--- config.mk ---
export PLATFORM = sky130hd
export DESIGN_NAME = stall_mem_responder
export DESIGN_NICKNAME = d
export VERILOG_FILES = /design/src/rtl/stall_mem_responder_pkg.sv /design/src/rtl/stall_mem_responder_mem_array_1rw.sv /design/src/rtl/stall_mem_responder.sv
export SDC_FILE = /design/constraint.sdc
export NUM_CORES = 2
export LEC_CHECK = 0
export CORE_MARGIN = 2
export CORE_UTILIZATION = 25
export CTS_CLUSTER_SIZE = 28
export DETAILED_ROUTE_END_ITERATION = 10
export PLACE_DENSITY_LB_ADDON = 0.12
export SYNTH_ARGS = -nofsm -noshare
export SYNTH_HDL_FRONTEND = slang
export SYNTH_SLANG_ARGS = --single-unit
export TNS_END_PERCENT = 10
--- constraint.sdc ---
create_clock -name clk -period 8.9 [get_ports clk]
set_input_delay 1.78 -clock clk [delete_from_list [all_inputs] [get_ports clk]]
set_output_delay 1.78 -clock clk [all_outputs]
set_load 0.02 [all_outputs]
--- src/rtl/stall_mem_responder_pkg.sv ---
// Shared definitions for the stalling memory responder: FSM state
// encoding and the default geometry/latency of the storage array.
package stall_mem_responder_pkg;

   typedef enum logic [1:0] {
      IDLE = 2'd0,
      BUSY = 2'd1,
      DONE = 2'd2
   } state_e;

   localparam int DEFAULT_DEPTH_W = 8;
   localparam int DEFAULT_LATENCY = 4;
   localparam int DATA_W          = 16;

endpackage

--- src/rtl/stall_mem_responder_mem_array_1rw.sv ---
// Word storage for the responder: one synchronous write port and one
// asynchronous read port. Contents are deliberately never reset.
module mem_array_1rw
   import stall_mem_responder_pkg::*;
#(
   parameter int DEPTH_W = DEFAULT_DEPTH_W
) (
   input  logic               clk,
   input  logic               we,
   input  logic [DEPTH_W-1:0] waddr,
   input  logic [DATA_W-1:0]  wdata,
   input  logic [DEPTH_W-1:0] raddr,
   output logic [DATA_W-1:0]  rdata
);

   logic [DATA_W-1:0] mem_q [2**DEPTH_W];

   // Write port: commits one word on the rising edge when enabled.
   always_ff @(posedge clk) begin
      if (we) begin
         mem_q[waddr] <= wdata;
      end
   end

   assign rdata = mem_q[raddr];

endmodule

--- src/rtl/stall_mem_responder.sv ---
// Responder side of the stalling memory handshake. A buffer miss holds
// Stall for LATENCY cycles and then pulses Done; a repeat read of the
// most recently read word completes immediately with CacheHit.
module stall_mem_responder
   import stall_mem_responder_pkg::*;
#(
   parameter int DEPTH_W = DEFAULT_DEPTH_W,
   parameter int LATENCY = DEFAULT_LATENCY
) (
   input  logic              clk,
   input  logic              rst,
   input  logic [DATA_W-1:0] Addr,
   input  logic [DATA_W-1:0] DataIn,
   input  logic              Rd,
   input  logic              Wr,
   output logic [DATA_W-1:0] DataOut,
   output logic              Done,
   output logic              Stall,
   output logic              CacheHit,
   output logic              err
);

   // The counter holds the number of BUSY cycles still to go, so the
   // accepting IDLE cycle plus the BUSY cycles add up to LATENCY stalls.
   localparam int CNT_W = (LATENCY > 1) ? $clog2(LATENCY) : 1;
   localparam logic [CNT_W-1:0] CNT_INIT = CNT_W'((LATENCY > 0) ? LATENCY - 1 : 0);

   state_e              state_q, state_d;
   logic [CNT_W-1:0]    cnt_q, cnt_d;
   logic                op_wr_q, op_wr_d;
   logic [DEPTH_W-1:0]  idx_q, idx_d;
   logic [DATA_W-1:0]   data_q, data_d;
   logic                buf_valid_q, buf_valid_d;
   logic [DEPTH_W-1:0]  buf_idx_q, buf_idx_d;
   logic [DATA_W-1:0]   buf_data_q, buf_data_d;

   logic                mem_we;
   logic [DEPTH_W-1:0]  mem_waddr;
   logic [DATA_W-1:0]   mem_wdata;
   logic [DEPTH_W-1:0]  mem_raddr;
   logic [DATA_W-1:0]   mem_rdata;

   logic [DEPTH_W-1:0]  req_idx;
   logic                legal_req;
   logic                illegal_req;
   logic                unused_addr_bits;

   // Upper address bits alias onto the array and are intentionally dropped.
   assign req_idx          = Addr[DEPTH_W:1];
   assign unused_addr_bits = ^Addr[DATA_W-1:DEPTH_W+1];
   assign legal_req        = (Rd ^ Wr) & ~Addr[0];
   assign illegal_req      = (Rd & Wr) | ((Rd | Wr) & Addr[0]);

   mem_array_1rw #(
      .DEPTH_W (DEPTH_W)
   ) u_mem (
      .clk   (clk),
      .we    (mem_we),
      .waddr (mem_waddr),
      .wdata (mem_wdata),
      .raddr (mem_raddr),
      .rdata (mem_rdata)
   );

   // Next-state, array port control and handshake outputs.
   always_comb begin
      state_d     = state_q;
      cnt_d       = cnt_q;
      op_wr_d     = op_wr_q;
      idx_d       = idx_q;
      data_d      = data_q;
      buf_valid_d = buf_valid_q;
      buf_idx_d   = buf_idx_q;
      buf_data_d  = buf_data_q;
      mem_we      = 1'b0;
      mem_waddr   = idx_q;
      mem_wdata   = data_q;
      mem_raddr   = idx_q;
      DataOut     = '0;
      Done        = 1'b0;
      Stall       = 1'b0;
      CacheHit    = 1'b0;
      err         = 1'b0;

      case (state_q)
         IDLE: begin
            mem_raddr = req_idx;
            if (illegal_req) begin
               err = 1'b1;
            end else if (legal_req) begin
               if (Rd && buf_valid_q && (buf_idx_q == req_idx)) begin
                  Done     = 1'b1;
                  CacheHit = 1'b1;
                  DataOut  = buf_data_q;
               end else if (LATENCY == 0) begin
                  Done = 1'b1;
                  if (Rd) begin
                     DataOut     = mem_rdata;
                     buf_valid_d = 1'b1;
                     buf_idx_d   = req_idx;
                     buf_data_d  = mem_rdata;
                  end else begin
                     mem_we    = 1'b1;
                     mem_waddr = req_idx;
                     mem_wdata = DataIn;
                  end
               end else begin
                  Stall   = 1'b1;
                  op_wr_d = Wr;
                  idx_d   = req_idx;
                  data_d  = DataIn;
                  cnt_d   = CNT_INIT;
                  if (LATENCY > 1) begin
                     state_d = BUSY;
                  end else begin
                     state_d = DONE;
                     if (Wr) begin
                        mem_we    = 1'b1;
                        mem_waddr = req_idx;
                        mem_wdata = DataIn;
                     end
                  end
               end
            end
         end
         BUSY: begin
            Stall = 1'b1;
            if (cnt_q <= CNT_W'(1)) begin
               cnt_d   = '0;
               state_d = DONE;
               mem_we  = op_wr_q;
            end else begin
               cnt_d = cnt_q - CNT_W'(1);
            end
         end
         DONE: begin
            Done    = 1'b1;
            state_d = IDLE;
            if (!op_wr_q) begin
               DataOut     = mem_rdata;
               buf_valid_d = 1'b1;
               buf_idx_d   = idx_q;
               buf_data_d  = mem_rdata;
            end
         end
         default: begin
            state_d = IDLE;
         end
      endcase

      if (mem_we && buf_valid_q && (mem_waddr == buf_idx_q)) begin
         buf_data_d = mem_wdata;
      end

      if (!rst) begin
         DataOut  = '0;
         Done     = 1'b0;
         Stall    = 1'b0;
         CacheHit = 1'b0;
         err      = 1'b0;
         mem_we   = 1'b0;
      end
   end

   // State, latched request and last-read buffer registers.
   always_ff @(posedge clk or negedge rst) begin
      if (!rst) begin
         state_q     <= IDLE;
         cnt_q       <= '0;
         op_wr_q     <= 1'b0;
         idx_q       <= '0;
         data_q      <= '0;
         buf_valid_q <= 1'b0;
         buf_idx_q   <= '0;
         buf_data_q  <= '0;
      end else begin
         state_q     <= state_d;
         cnt_q       <= cnt_d;
         op_wr_q     <= op_wr_d;
         idx_q       <= idx_d;
         data_q      <= data_d;
         buf_valid_q <= buf_valid_d;
         buf_idx_q   <= buf_idx_d;
         buf_data_q  <= buf_data_d;
      end
   end

endmodule

==> flow_metrics.tcl <==
set metrics [dict create \
    status "complete, but fails checks" \
    violations "setup timing" \
    antenna_found_initial 59 \
    route.antenna.remaining_nets 0 \
    finClkSkew_ps 98.35 \
    fin_nets 10689 \
    avgSynthCellArea_sq_um 16.31 \
    die_x_um 810.7 \
    areaGrowthSynthToFinish_pct 18.93 \
    r2r_slack_ps 3590 \
    fmax_mhz 111.3 \
    regToRegStartpoint "state_q[0]" \
    die_area_sq_um 657200 \
    min_period_over_period_pct 101.0 \
    core_area_sq_um 649200 \
    synth-main-ff-cell "edfxtp_1" \
    postCtsHoldBufs 0 \
    synth_seq_area_share_pct 76.43 \
    synth_area_sq_um 162700 \
    slew_headroom_pct 2.431 \
    p_int_mw 42.82 \
    rsz0062_at_grt "false" \
    startpoint "Addr[3]" \
    drtPass1Iterations 6 \
    gp_congestion 0.7991 \
    synth.distinct_cells 92 \
    slowest_delay_ps 1200 \
    synth_nets 10012 \
    worstPathCellList "clkdlybuf4s50_1, or4_1, o31a_2, buf_4, buf_4, a211oi_1, o41ai_1, and4_1, a31oi_1, nor4_1, buf_4, a22oi_1, nand2_1, buf_12, buf_4" \
    yosysMostFrequentCell "edfxtp_1" \
    grt_max_degree 167 \
    drive_gt1_share_pct 19.20 \
    yosys.area.top_type "edfxtp_1" \
    wirelength_um 626500 \
    via_per_inst 4.915 \
    synth_area_leaders "edfxtp_1 76%, nand2_1 3.9%, mux4_2 3.2%" \
    drt_iter0_drc 10274 \
    start_kind "input port" \
    cpMostUsedCell "buf_4" \
    pwr-share-comb_pct 38.8 \
    layout_min_cycle_time_ps 8989 \
    post-place-ws_ps -370.1 \
    cts_sinks 4150 \
    clkTransAtPathRegs_ps 60 \
    fillers 64006 \
    p_seq_share_pct 35.7 \
    num_rows 296 \
    synthCells 9974 \
    leakagePower_nw 62.18 \
    yosys_warnings 0 \
    slowest_stage "o41ai_1" \
    netSwitchingPower_mw 28.62 \
    setup_slack_ps -88.56 \
    critPathMaxFanout 10 \
    whs_endpoint "buf_valid_q" \
    maxSlewViolCount 0 \
    track_usage_pct 18.40 \
    drv_cap 0 \
    grt_pass1_vias 94747 \
    cts_tree "built" \
    synth_top_area_share_pct 75.60 \
    die_y_um 810.7 \
    worst_pin_slew_ps 1458 \
    p_per_area_nw_per_um2 369.2 \
    synth_commonest_cells "4096 x edfxtp_1, 1673 x nand2_1, 486 x nand3_1" \
    route.detailed.drc 0 \
    io_buffers 48 \
    hpwl_um 388700 \
    hold_start "buf_valid_q" \
    grt_pass1_wl_um 843500 \
    setup_viol 1 \
    p_sw_share_pct 40.06 \
    r2r-end "buf_data_q[5]" \
    ys_seq_elements 4150 \
    wl_per_cell_um 31.82 \
    hp-class "reg -> reg" \
    cts_buffer_depth 4 \
    clkPwrFrac_pct 25.4 \
    async_flop_share_pct 1.301 \
    crit_arrival_ps 7210 \
    start_util_pct 25.06 \
    irDropWorstVdd_mv 0.3434 \
    hold_viol 0 \
    insertion_delay_ps 1090 \
    cts_root_buf "clkbuf_16" \
    numCtsBuffers 454 \
    ios 56 \
    num_vias 96756 \
    postLayoutCoreUtil_pct 29.80 \
    hold_depth 1 \
    path_class "in -> out" \
    reg2regPathDepth 13 \
    htree_levels 5 \
    required_ps 7120 \
    synth_edf_count 4096 \
    overflow 0 \
    critPathCaptureType "primary output" \
]
==> worst max-delay path by stage <==
stage / endpoint / slack, ps / cells after the start
3_5_place_dp: DataOut[15] / -370 / 15
2_1_floorplan: DataOut[7] / 2670 / 12
3_3_place_gp: DataOut[15] / -410 / 15
5_1_grt: DataOut[12] / 30 / 14
4_1_cts: DataOut[5] / 30 / 15
6_report: DataOut[5] / -90 / 15
==> critical path, delay by kind of cell <==
family,cells,cell delay [ps]
and+or+nand+nor,4,1290
buffers and inverters,6,1880
AOI/OAI and AO/OA,5,2180
==> power groups by stage <==
| stage | clock network (mW) | logic, mW | registers (mW) |
|---|---|---|---|
| 2_1_floorplan | 0 | 12.3 | 27.0 |
| 3_3_place_gp | 0 | 27.8 | 25.9 |
| 3_5_place_dp | 0 | 28.0 | 26.0 |
| 4_1_cts | 18.6 | 28.1 | 25.6 |
| 5_1_grt | 19.3 | 29.0 | 25.6 |
| 6_report | 18.2 | 27.8 | 25.5 |
==> flip-flops by register name, summed over array words and instances, names as in the netlist <==
signal / flops
buf_data_q: 16
buf_idx_q: 8
buf_valid_q: 1
cnt_q: 2
data_q: 16
idx_q: 8
op_wr_q: 1
state_q: 2
u_mem.mem_q: 4096
==> metal layers <==
layer | up-vias | routed length (um) | GRT usage [%]
met5 | - | 75 | 0
met2 | 3112 | 290900 | 29.86
met1 | 51988 | 284700 | 26.09
li1 | 40943 | - | -
met3 | 701 | 34020 | 2.431
met4 | 12 | 16870 | 4.510
==> layout by cell type, fill, tap and decap left out, types with 16 or more instances in the layout <==
cell             count
nor4_1              33
and3_1             292
and4_1              19
a31oi_1            301
a21oi_1             91
dfrtp_1             38
a22oi_1             54
a32oi_1            166
edfxtp_1          4096
mux4_2             232
clkbuf_1            93
clkinv_1           124
nor3_1              17
clkbuf_16          460
bufinv_16           26
nor2_1              45
nor2_4              27
a222oi_1            61
a22o_1              75
nand2_1           1661
dfrtp_4             16
a2111oi_0           17
nand4_1            110
a211oi_1           316
mux2_2              30
clkinv_2            91
buf_12             124
diode_2             23
nand3_1            479
o22ai_1             22
buf_4              754
mux4_1              33
mux2i_1            420
clkdlybuf4s50_1     29
a221oi_1            27
a221o_1             16
o21ai_0             70
nor2_2             232
o41ai_1             17
a311oi_1            46
==> metrics by stage <==
step	std cells	power (mW)	TNS [ps]	hold WS [ps]	instance area [sq um]
finish	19687	71.44	-88.56	508.8	193500
global route	19665	73.92	0	541.9	193400
CTS	19664	72.25	0	503.9	193400
detailed placement	18837	53.99	-865.8	491.4	179400
global placement	18837	53.75	-809.3	486.0	179400
floorplan	9974	39.36	0	442.5	162700
==> cell families after synthesis <==
logic type | synth area share [%]
flip-flops | 76.43
AND/OR/NAND/NOR | 8.216
buffers and inverters | 2.320
multiplexers | 6.559
AO/OA/AOI/OAI | 6.372
adder cells (fa/ha/maj) | 0.01538
XOR/XNOR | 0.08614
==> timing repair <==
action / in CTS / in global routing
gates resized for setup: 7 / 2
setup endpoints to repair: 7 / 2
setup buffers: 0 / 0
==> layout make-up <==
class / count / area, sq um / share of cell area [%]
Multi-Input combinational cell: 5127 / 35730 / 18.46
Clock inverter: 274 / 2145 / 1.108
Sequential cell: 4150 / 124400 / 64.30
Inverter: 9 / 33.78 / 0.01746
Antenna cell: 23 / 57.56 / 0.02975
Timing Repair Buffer: 909 / 8447 / 4.365
Tap cell: 8642 / 10810 / 5.588
Clock buffer: 553 / 11860 / 6.129
Power figures use the tool's default switching activity.
